### config.mk
export PLATFORM = sky130hd
export DESIGN_NAME = inst_fetch_queue
export DESIGN_NICKNAME = d
export VERILOG_FILES = /design/src/rtl/inst_fetch_queue.sv
export SDC_FILE = /design/constraint.sdc
export NUM_CORES = 1
export LEC_CHECK = 0
export BUFFER_PORTS_ARGS = -buffer_cell sky130_fd_sc_hd__buf_2
export CORE_MARGIN = 3
export CORE_UTILIZATION = 35
export CTS_BUF_LIST = sky130_fd_sc_hd__clkbuf_4
export DETAILED_ROUTE_END_ITERATION = 10
export MAX_ROUTING_LAYER = met4
export PLACE_DENSITY = 0.53
export SLEW_MARGIN = 20
export SYNTH_ARGS = -nofsm -noshare
export SYNTH_HDL_FRONTEND = slang
export SYNTH_SLANG_ARGS = --single-unit
### constraint.sdc
create_clock -name CLK -period 3.7 [get_ports CLK]
set_clock_uncertainty 0.05 [all_clocks]
set_input_delay 0.37 -clock CLK [delete_from_list [all_inputs] [get_ports CLK]]
set_output_delay 0.37 -clock CLK [all_outputs]
set_load 0.03 [all_outputs]
### src/rtl/inst_fetch_queue.sv
// Instruction fetch front end: sequential PC issue into a 1-cycle cache, miss hold, redirect flush.
// Build option: define FETCH_HIT_PRECHECK_EN to skip speculative reads when the hit check misses.
module inst_fetch_queue #(
    parameter int unsigned QUEUE_DEPTH = 4,
    parameter logic [31:0] RESET_PC    = 32'h0000_0000
) (
    input  logic        CLK,
    input  logic        RSTN,
    input  logic        BRANCH,
    input  logic [31:0] BRANCH_PC,
    output logic [31:0] CACHE_HIT_CHECK,
    input  logic        CACHE_HIT_CHECK_RESULT,
    output logic        CACHE_RDEN,
    output logic [31:0] CACHE_RIADDR,
    input  logic [31:0] CACHE_ROADDR,
    input  logic        CACHE_RVALID,
    input  logic [31:0] CACHE_RDATA,
    output logic        INST_VALID,
    output logic [31:0] INST_PC,
    output logic [31:0] INST_DATA,
    input  logic        INST_READY
);
    localparam int unsigned PtrW = (QUEUE_DEPTH > 1) ? $clog2(QUEUE_DEPTH) : 1;
    localparam int unsigned CntW = PtrW + 1;

    typedef enum logic [0:0] {StRun, StMiss} state_e;

    state_e          state_q, state_d;
    logic [31:0]     pc_q, pc_d;
    logic [31:0]     miss_pc_q, miss_pc_d;
    logic            req_v_q, req_v_d;
    logic [31:0]     req_pc_q, req_pc_d;
    logic            req_kill_q, req_kill_d;
    logic [PtrW-1:0] wptr_q, wptr_d;
    logic [PtrW-1:0] rptr_q, rptr_d;
    logic [CntW-1:0] count_q, count_d;
    logic [31:0]     pc_mem_q   [QUEUE_DEPTH];
    logic [31:0]     data_mem_q [QUEUE_DEPTH];

    logic [CntW:0]   occupancy;
    logic            can_issue, pre_miss, issue;
    logic            resp_match, resp_hit, resp_miss, refill_hit;
    logic            push, pop;
    logic [31:0]     push_pc;

`ifndef FETCH_HIT_PRECHECK_EN
    logic unused_hit_result;
    assign unused_hit_result = CACHE_HIT_CHECK_RESULT;
`endif

    // Decode of issue / response events shared by next-state and output logic.
    always_comb begin
        occupancy  = {1'b0, count_q} + {{CntW{1'b0}}, req_v_q};
        // RSTN gating keeps the read port quiet while reset is held.
        can_issue  = RSTN && (state_q == StRun) && !BRANCH &&
                     (occupancy < (CntW + 1)'(QUEUE_DEPTH));
`ifdef FETCH_HIT_PRECHECK_EN
        pre_miss   = can_issue && !CACHE_HIT_CHECK_RESULT;
`else
        pre_miss   = 1'b0;
`endif
        issue      = can_issue && !pre_miss;
        resp_match = req_v_q && !req_kill_q && (CACHE_ROADDR == req_pc_q);
        resp_hit   = resp_match && CACHE_RVALID;
        resp_miss  = resp_match && !CACHE_RVALID;
        refill_hit = (state_q == StMiss) && !resp_match && CACHE_RVALID &&
                     (CACHE_ROADDR == miss_pc_q);
        push       = !BRANCH && (resp_hit || refill_hit);
        push_pc    = resp_hit ? req_pc_q : miss_pc_q;
        pop        = (count_q != '0) && INST_READY && !BRANCH;
    end

    always_comb begin
        state_d    = state_q;
        pc_d       = pc_q;
        miss_pc_d  = miss_pc_q;
        req_v_d    = issue;
        req_pc_d   = pc_q;
        req_kill_d = 1'b0;
        wptr_d     = wptr_q;
        rptr_d     = rptr_q;
        count_d    = count_q;

        if (issue) begin
            pc_d = pc_q + 32'd4;
        end

        // The older tracked miss wins over a precheck miss on the younger pc.
        if (resp_miss) begin
            state_d    = StMiss;
            miss_pc_d  = req_pc_q;
            req_kill_d = 1'b1;
        end else if (refill_hit) begin
            state_d = StRun;
            pc_d    = miss_pc_q + 32'd4;
        end else if (pre_miss) begin
            state_d   = StMiss;
            miss_pc_d = pc_q;
        end

        if (push) begin
            wptr_d = wptr_q + PtrW'(1);
        end
        if (pop) begin
            rptr_d = rptr_q + PtrW'(1);
        end
        case ({push, pop})
            2'b10:   count_d = count_q + CntW'(1);
            2'b01:   count_d = count_q - CntW'(1);
            default: count_d = count_q;
        endcase

        if (BRANCH) begin
            state_d    = StRun;
            pc_d       = BRANCH_PC & 32'hFFFF_FFFC;
            req_v_d    = 1'b0;
            req_kill_d = 1'b0;
            wptr_d     = '0;
            rptr_d     = '0;
            count_d    = '0;
        end
    end

    always_ff @(posedge CLK or negedge RSTN) begin
        if (!RSTN) begin
            state_q    <= StRun;
            pc_q       <= RESET_PC;
            miss_pc_q  <= RESET_PC;
            req_v_q    <= 1'b0;
            req_pc_q   <= '0;
            req_kill_q <= 1'b0;
            wptr_q     <= '0;
            rptr_q     <= '0;
            count_q    <= '0;
            for (int i = 0; i < int'(QUEUE_DEPTH); i++) begin
                pc_mem_q[i]   <= '0;
                data_mem_q[i] <= '0;
            end
        end else begin
            state_q    <= state_d;
            pc_q       <= pc_d;
            miss_pc_q  <= miss_pc_d;
            req_v_q    <= req_v_d;
            req_pc_q   <= req_pc_d;
            req_kill_q <= req_kill_d;
            wptr_q     <= wptr_d;
            rptr_q     <= rptr_d;
            count_q    <= count_d;
            if (push) begin
                pc_mem_q[wptr_q]   <= push_pc;
                data_mem_q[wptr_q] <= CACHE_RDATA;
            end
        end
    end

    always_comb begin
        INST_VALID      = (count_q != '0);
        INST_PC         = pc_mem_q[rptr_q];
        INST_DATA       = data_mem_q[rptr_q];
        // Miss state replays miss_pc every cycle so the refill sees a constant address.
        CACHE_RDEN      = issue || (state_q == StMiss);
        CACHE_RIADDR    = (state_q == StMiss) ? miss_pc_q : pc_q;
`ifdef FETCH_HIT_PRECHECK_EN
        CACHE_HIT_CHECK = (RSTN && (state_q == StRun)) ? pc_q : '0;
`else
        CACHE_HIT_CHECK = '0;
`endif
    end

    push_not_full_a: assert property (@(posedge CLK) disable iff (!RSTN)
        !(push && (count_q == CntW'(QUEUE_DEPTH))));

endmodule

## Word level (Yosys, flattened, before mapping)

Cells that the tools add are included.

| storage, ports and cells | value |
|---|---|
| flip-flop bits (word level) | 362 |
| bits of input ports | 102 |
| output and inout bits | 130 |
| logic and storage cells | 88 |

| cells by class | value |
|---|---|
| add/sub/neg operators | 7 |
| order comparisons | 4 |
| equal/unequal tests | 4 |
| muxes and demuxes | 28 |
| bitwise logic cells | 3 |
| reduce and logical (&&, ||, !) cells | 25 |

Operator list:

| cell | count |
|---|---|
| $mux 32 | 11 |
| $bwmux 128 | 2 |
| $bmux 32 s2 | 2 |
| $add 32x3->32 const B | 2 |
| $demux 32 s2 | 1 |
| $eq 32x32->1 | 2 |
| $logic_and 1x1->1 | 14 |
| $reduce_bool 3->1 | 3 |
| $mux 2 | 4 |
| $ge 3x3->1 const B | 2 |
| $mux 1 | 6 |
| $not 2->3 | 2 |
| $pmux 3 s2 | 1 |
| $add 2x1->2 const B | 2 |
| $add 3x1->4 | 1 |
| $logic_not 1->1 | 4 |
| $lt 4x3->1 const B | 1 |
| $reduce_bool 2->1 | 2 |
| $add 3x1->3 const B | 1 |
| $lt 3x1->1 const B | 1 |
| $mux 3 | 1 |
| $sub 3x1->3 const B | 1 |
| $eq 2x1->1 const B | 1 |
| $eq 2x2->1 const B | 1 |
| 2 further kinds | 3 |

## Depth between registers and ports, before layout

| depth | value |
|---|---|
| word-level depth | 12 |
| mapped depth | 13 |
| mapped depth without buffers | 11 |

## Least setup slack after synthesis

No wires, ideal clock.

| timing path | value |
|---|---|
| kind | register to register |
| start point | register miss_pc_q[25] |
| end point | register count_q[2] |
| library setup time | 0.125 ns |
| arrival time | 2.777 ns |
| data required time | 3.525 ns |
| path slack | 0.748 ns |
| cell stages (with the launch flop) | 13 |
| path buffers | 1 |
| clock period less this slack | 2.952 ns |
| path through | dfrtp_1 -> nor2b_1 -> a2111oi_1 -> nand4_1 -> or4_4 -> o31ai_4 -> buf_6 -> nor3_1 -> fa_1 -> nor2_1 -> nor2_1 -> o21bai_1 -> nand3_1 |

| between the ends | value |
|---|---|
| cells in the longest elaborated chain, start to end | 7 |
| elaborated cells between the ends (all ways) | 9 |
| those cells by class | eq/ne: 3; mux: 2; reduce/logical: 4 |

Ends and longest elaborated chain:

| element | line | text |
|---|---|---|
| start, declared | 30 | `logic [31:0] miss_pc_q, miss_pc_d;` |
| start signal, assigned | 142 | `miss_pc_q <= miss_pc_d;` |
| $eq 32x32->1 (*) | 67 | `(CACHE_ROADDR == miss_pc_q);` |
| $logic_and 1x1->1 (*) | 66 | `refill_hit = (state_q == StMiss) && !resp_match && CACHE_RVALID &&` |
| $logic_or 1x1->1 (*) | 68 | `push = !BRANCH && (resp_hit \|\| refill_hit);` |
| $logic_and 1x1->1 (*) | 68 |  |
| $eq 2x1->1 or $eq 2x2->1 (tied branches) | 107 | `case ({push, pop})` |
| $pmux 3 s2 | 107 |  |
| $mux 3 | 113 | `if (BRANCH) begin` |
| end signal, assigned | 148 | `count_q <= count_d;` |
| end, declared | 36 | `logic [CntW-1:0] count_q, count_d;` |

Mark *: on every way between the ends. The rest lies on a longest branch, timed or not.
A chain may end at the register's enable or synchronous reset.

## Final worst setup path

| timing path | value |
|---|---|
| start point | register miss_pc_q[29] |
| end point | register pc_mem_q[62] (netlist bit) |

| between the ends | value |
|---|---|
| cells in the longest elaborated chain, start to end | 4 |

Ends and longest elaborated chain:

| element | line | text |
|---|---|---|
| $eq 32x32->1 | 67 |  |
| $logic_and 1x1->1 | 66 |  |
| $logic_or 1x1->1 | 68 |  |
| $logic_and 1x1->1 | 68 |  |
| end signal, assigned by index | 150 | `pc_mem_q[wptr_q] <= push_pc;` |
| end, declared | 37 | `logic [31:0] pc_mem_q [QUEUE_DEPTH];` |

Every way passes these cells.

==> results.json <==
{
  "synth_edf_count": 0,
  "grtUsageMet1_pct": 24.1,
  "grt_usage_pct": 19.0,
  "cts_tree": "built",
  "grt-ovfl-total": 0,
  "max_stage_delay_ps": 540,
  "fillers": 4910,
  "max-clock-path-buffers": 3,
  "design_area_um2": 22100,
  "rsz0062_at_grt": "false",
  "grt_pass1_vias": 13100,
  "first_iter_violations": 538,
  "core_um2": 51500,
  "synth_area_um2": 18300,
  "met2_usage_pct": 30.4,
  "yosysUniqueCellTypes": 49,
  "postRouteAntennaNets": 0,
  "avgSynthCellArea_um2": 13.8,
  "antenna_found_initial": 5,
  "final-max-slew-violation-count": 0,
  "ys.warnings.count": 0,
  "drive_above_1_share_pct": 42.1,
  "h-tree-depth": 3,
  "layout.nets": 1767,
  "fmax_ghz": 0.302,
  "netlist.area_leader.share_pct": 49.4,
  "final_cells": 2422,
  "startpoint": "miss_pc_q[29]$_DFFE_PN0P_",
  "drc_errors": 0,
  "multi_input_area_um2": 8590,
  "crit_path_start_kind": "flop",
  "required_ps": 4360,
  "cp-end-kind": "flop",
  "die_w_um": 235,
  "worstPathArrival_ps": 3970,
  "crit_slowest_cell": "or4_1",
  "min_path_cells": 4,
  "top_usage_layer": "met2",
  "crit_family": "simple AND/OR/NAND/NOR gates",
  "ys_seq_elements": 362,
  "ios": 232,
  "rows": 83,
  "place.gp.congestion": 0.897,
  "cp_max_fo": 19,
  "clkLatencyLatePin_ps": 850,
  "start_util_pct": 35.6,
  "cap_violations": 0,
  "synth_cells": 1323,
  "postCtsSetupBuffers": 0,
  "place_area_um2": 20000,
  "placedCellCount": 2166,
  "hold_start": "CACHE_ROADDR[11]",
  "hold_class": "in2reg",
  "ff_latch_area_um2": 9070,
  "peakVddDrop_mv": 0.183,
  "gr-usage-met3_pct": 4.60,
  "wl_per_cell_um": 20.7,
  "synth_most_common_cell": "dfrtp_1",
  "viasPerCell": 4.93,
  "grt_pass1_wl_mm": 78.9,
  "dr.pass1.iters": 5,
  "period_needed_ps": 3310,
  "ys_seq_area_share_pct": 49.4,
  "path_cells": "o22ai_1 -> or4_1 -> or4_4 -> o31ai_4 -> and3_4 -> buf_4 -> mux2_2",
  "status": "complete, no violations",
  "ys_async_sr_fraction_pct": 100,
  "tightest_slew_ps": 971,
  "cp.depth": 7,
  "setup_tns_ps": 0,
  "synthTopCellsByCount": "dfrtp_1 (362), mux2_2 (184), mux2_1 (112)",
  "synth_flop_cell": "dfrtp_1",
  "crit_type": "reg2reg",
  "relSlewSlack_pct": 35.3,
  "port_buffers": 196,
  "vias": 12000,
  "cts_root_buffer": "clkbuf_4",
  "worstReg2RegStart": "miss_pc_q[29]$_DFFE_PN0P_",
  "numCtsBuffers": 103,
  "design.die.area_um2": 55100,
  "crit_buf_inv": 1,
  "setup_viol_count_final": 0,
  "p_per_area_nw_per_um2": 386,
  "grt_max_degree": 77,
  "clock-sinks": 362,
  "finalHoldViolCount": 0,
  "routed_wl_mm": 50.2,
  "place_hpwl_mm": 34.4,
  "leakagePower_nw": 10.9,
  "r2r.worst_path.cells": 7,
  "cts_resized": 0,
  "fin_crit_sh_pct": 89.5,
  "syn_to_final_growth_pct": 20.4,
  "synth_top_cell_by_area": "dfrtp_1",
  "p_total_mw": 8.52,
  "clkTransAtPathRegs_ps": 60,
  "synth.area.top_cells": "dfrtp_1 (49%), mux2_2 (11%), mux4_2 (7.9%)",
  "die_h_um": 235
}
==> worst register-to-register path, cell delays in order, from the launching register on <==
cell	delay [ps]
dfrtp_1	510
o22ai_1	160
or4_1	540
or4_4	460
o31ai_4	470
and3_4	290
buf_4	320
mux2_2	380
==> routing by layer <==
| metal | vias up | wire length [µm] |
|---|---|---|
| met2 | 314 | 24200 |
| met4 | 0 | 1270 |
| li1 | 5459 | - |
| met1 | 6081 | 22200 |
| met5 | - | 0 |
| met3 | 96 | 2560 |
==> state kept, by name, summed over array words and instances (netlist names), 2 cells and up <==
signal and count:
data_mem_q 128, pc_mem_q 128, miss_pc_q 32, pc_q 32, req_pc_q 32, count_q 3, rptr_q 2, wptr_q 2
==> metrics by stage <==
step | hold WS, ps | util, % | worst slack [ps]
floorplan | 24.4 | - | 748
global placement | 166 | 38.9 | 356
detailed placement | 167 | 38.9 | 311
CTS | 63.1 | 42.8 | 279
global route | 97.0 | 42.8 | 195
finish | 163 | 42.8 | 390
==> placed cells by master, fill, tap and decap left out, types with 16 or more instances in the layout <==
cell type,n
dfrtp_1,360
buf_2,195
mux2_2,184
clkbuf_4,156
mux2_1,112
nand2_1,69
dlygate4sd3_1,67
xor2_1,64
mux4_2,64
mux2_4,60
xnor2_1,51
buf_4,44
conb_1,32
mux2i_1,27
o21ai_1,27
nand3_1,25
nor2_1,24
clkinv_1,21
nand4_1,18
and3_1,17
nor4_1,16
==> worst paths after layout <==
path                                                to  slack (ps)
min reg2reg                      req_pc_q[0]$_DFF_PN0_         350
max reg2reg                   pc_mem_q[62]$_DFFE_PN0P_         390
min in group asynchronous  data_mem_q[122]$_DFFE_PN0P_         230
max                           pc_mem_q[62]$_DFFE_PN0P_         390
max in group asynchronous     pc_mem_q[55]$_DFFE_PN0P_        1790
min                               req_kill_q$_DFF_PN0_         160
==> cells by family after synthesis <==
family / Yosys count / synth area share (%)
other: 1 / 0.0205
AO/OA/AOI/OAI: 50 / 1.66
buffers and inverters: 128 / 4.40
multiplexers: 447 / 32.5
XOR/XNOR: 115 / 5.50
flip-flops: 362 / 49.4
adder cells (fa/ha/maj): 7 / 0.519
AND/OR/NAND/NOR: 213 / 6.01
==> report_power, final <==
group	internal [mW]	switching (mW)
clock network	2.05	1.75
registers	4.02	0.0903
logic	0.217	0.389
total	6.29	2.23
==> what timing repair did <==
item | 4_1_cts | 5_1_grt
hold buffers | 67 | 0
hold endpoints to repair | 299 | 0
setup endpoints to repair | 0 | 0
==> cell type report <==
type | count | share of cell area (%)
Timing Repair Buffer | 315 | 9.75
Clock buffer | 156 | 5.31
Clock inverter | 28 | 0.805
Sequential cell | 362 | 41.1
Antenna cell | 5 | 0.0567
Inverter | 12 | 0.204
Multi-Input combinational cell | 864 | 38.9
Tap cell | 680 | 3.86
(Power assumes the default switching activity.)
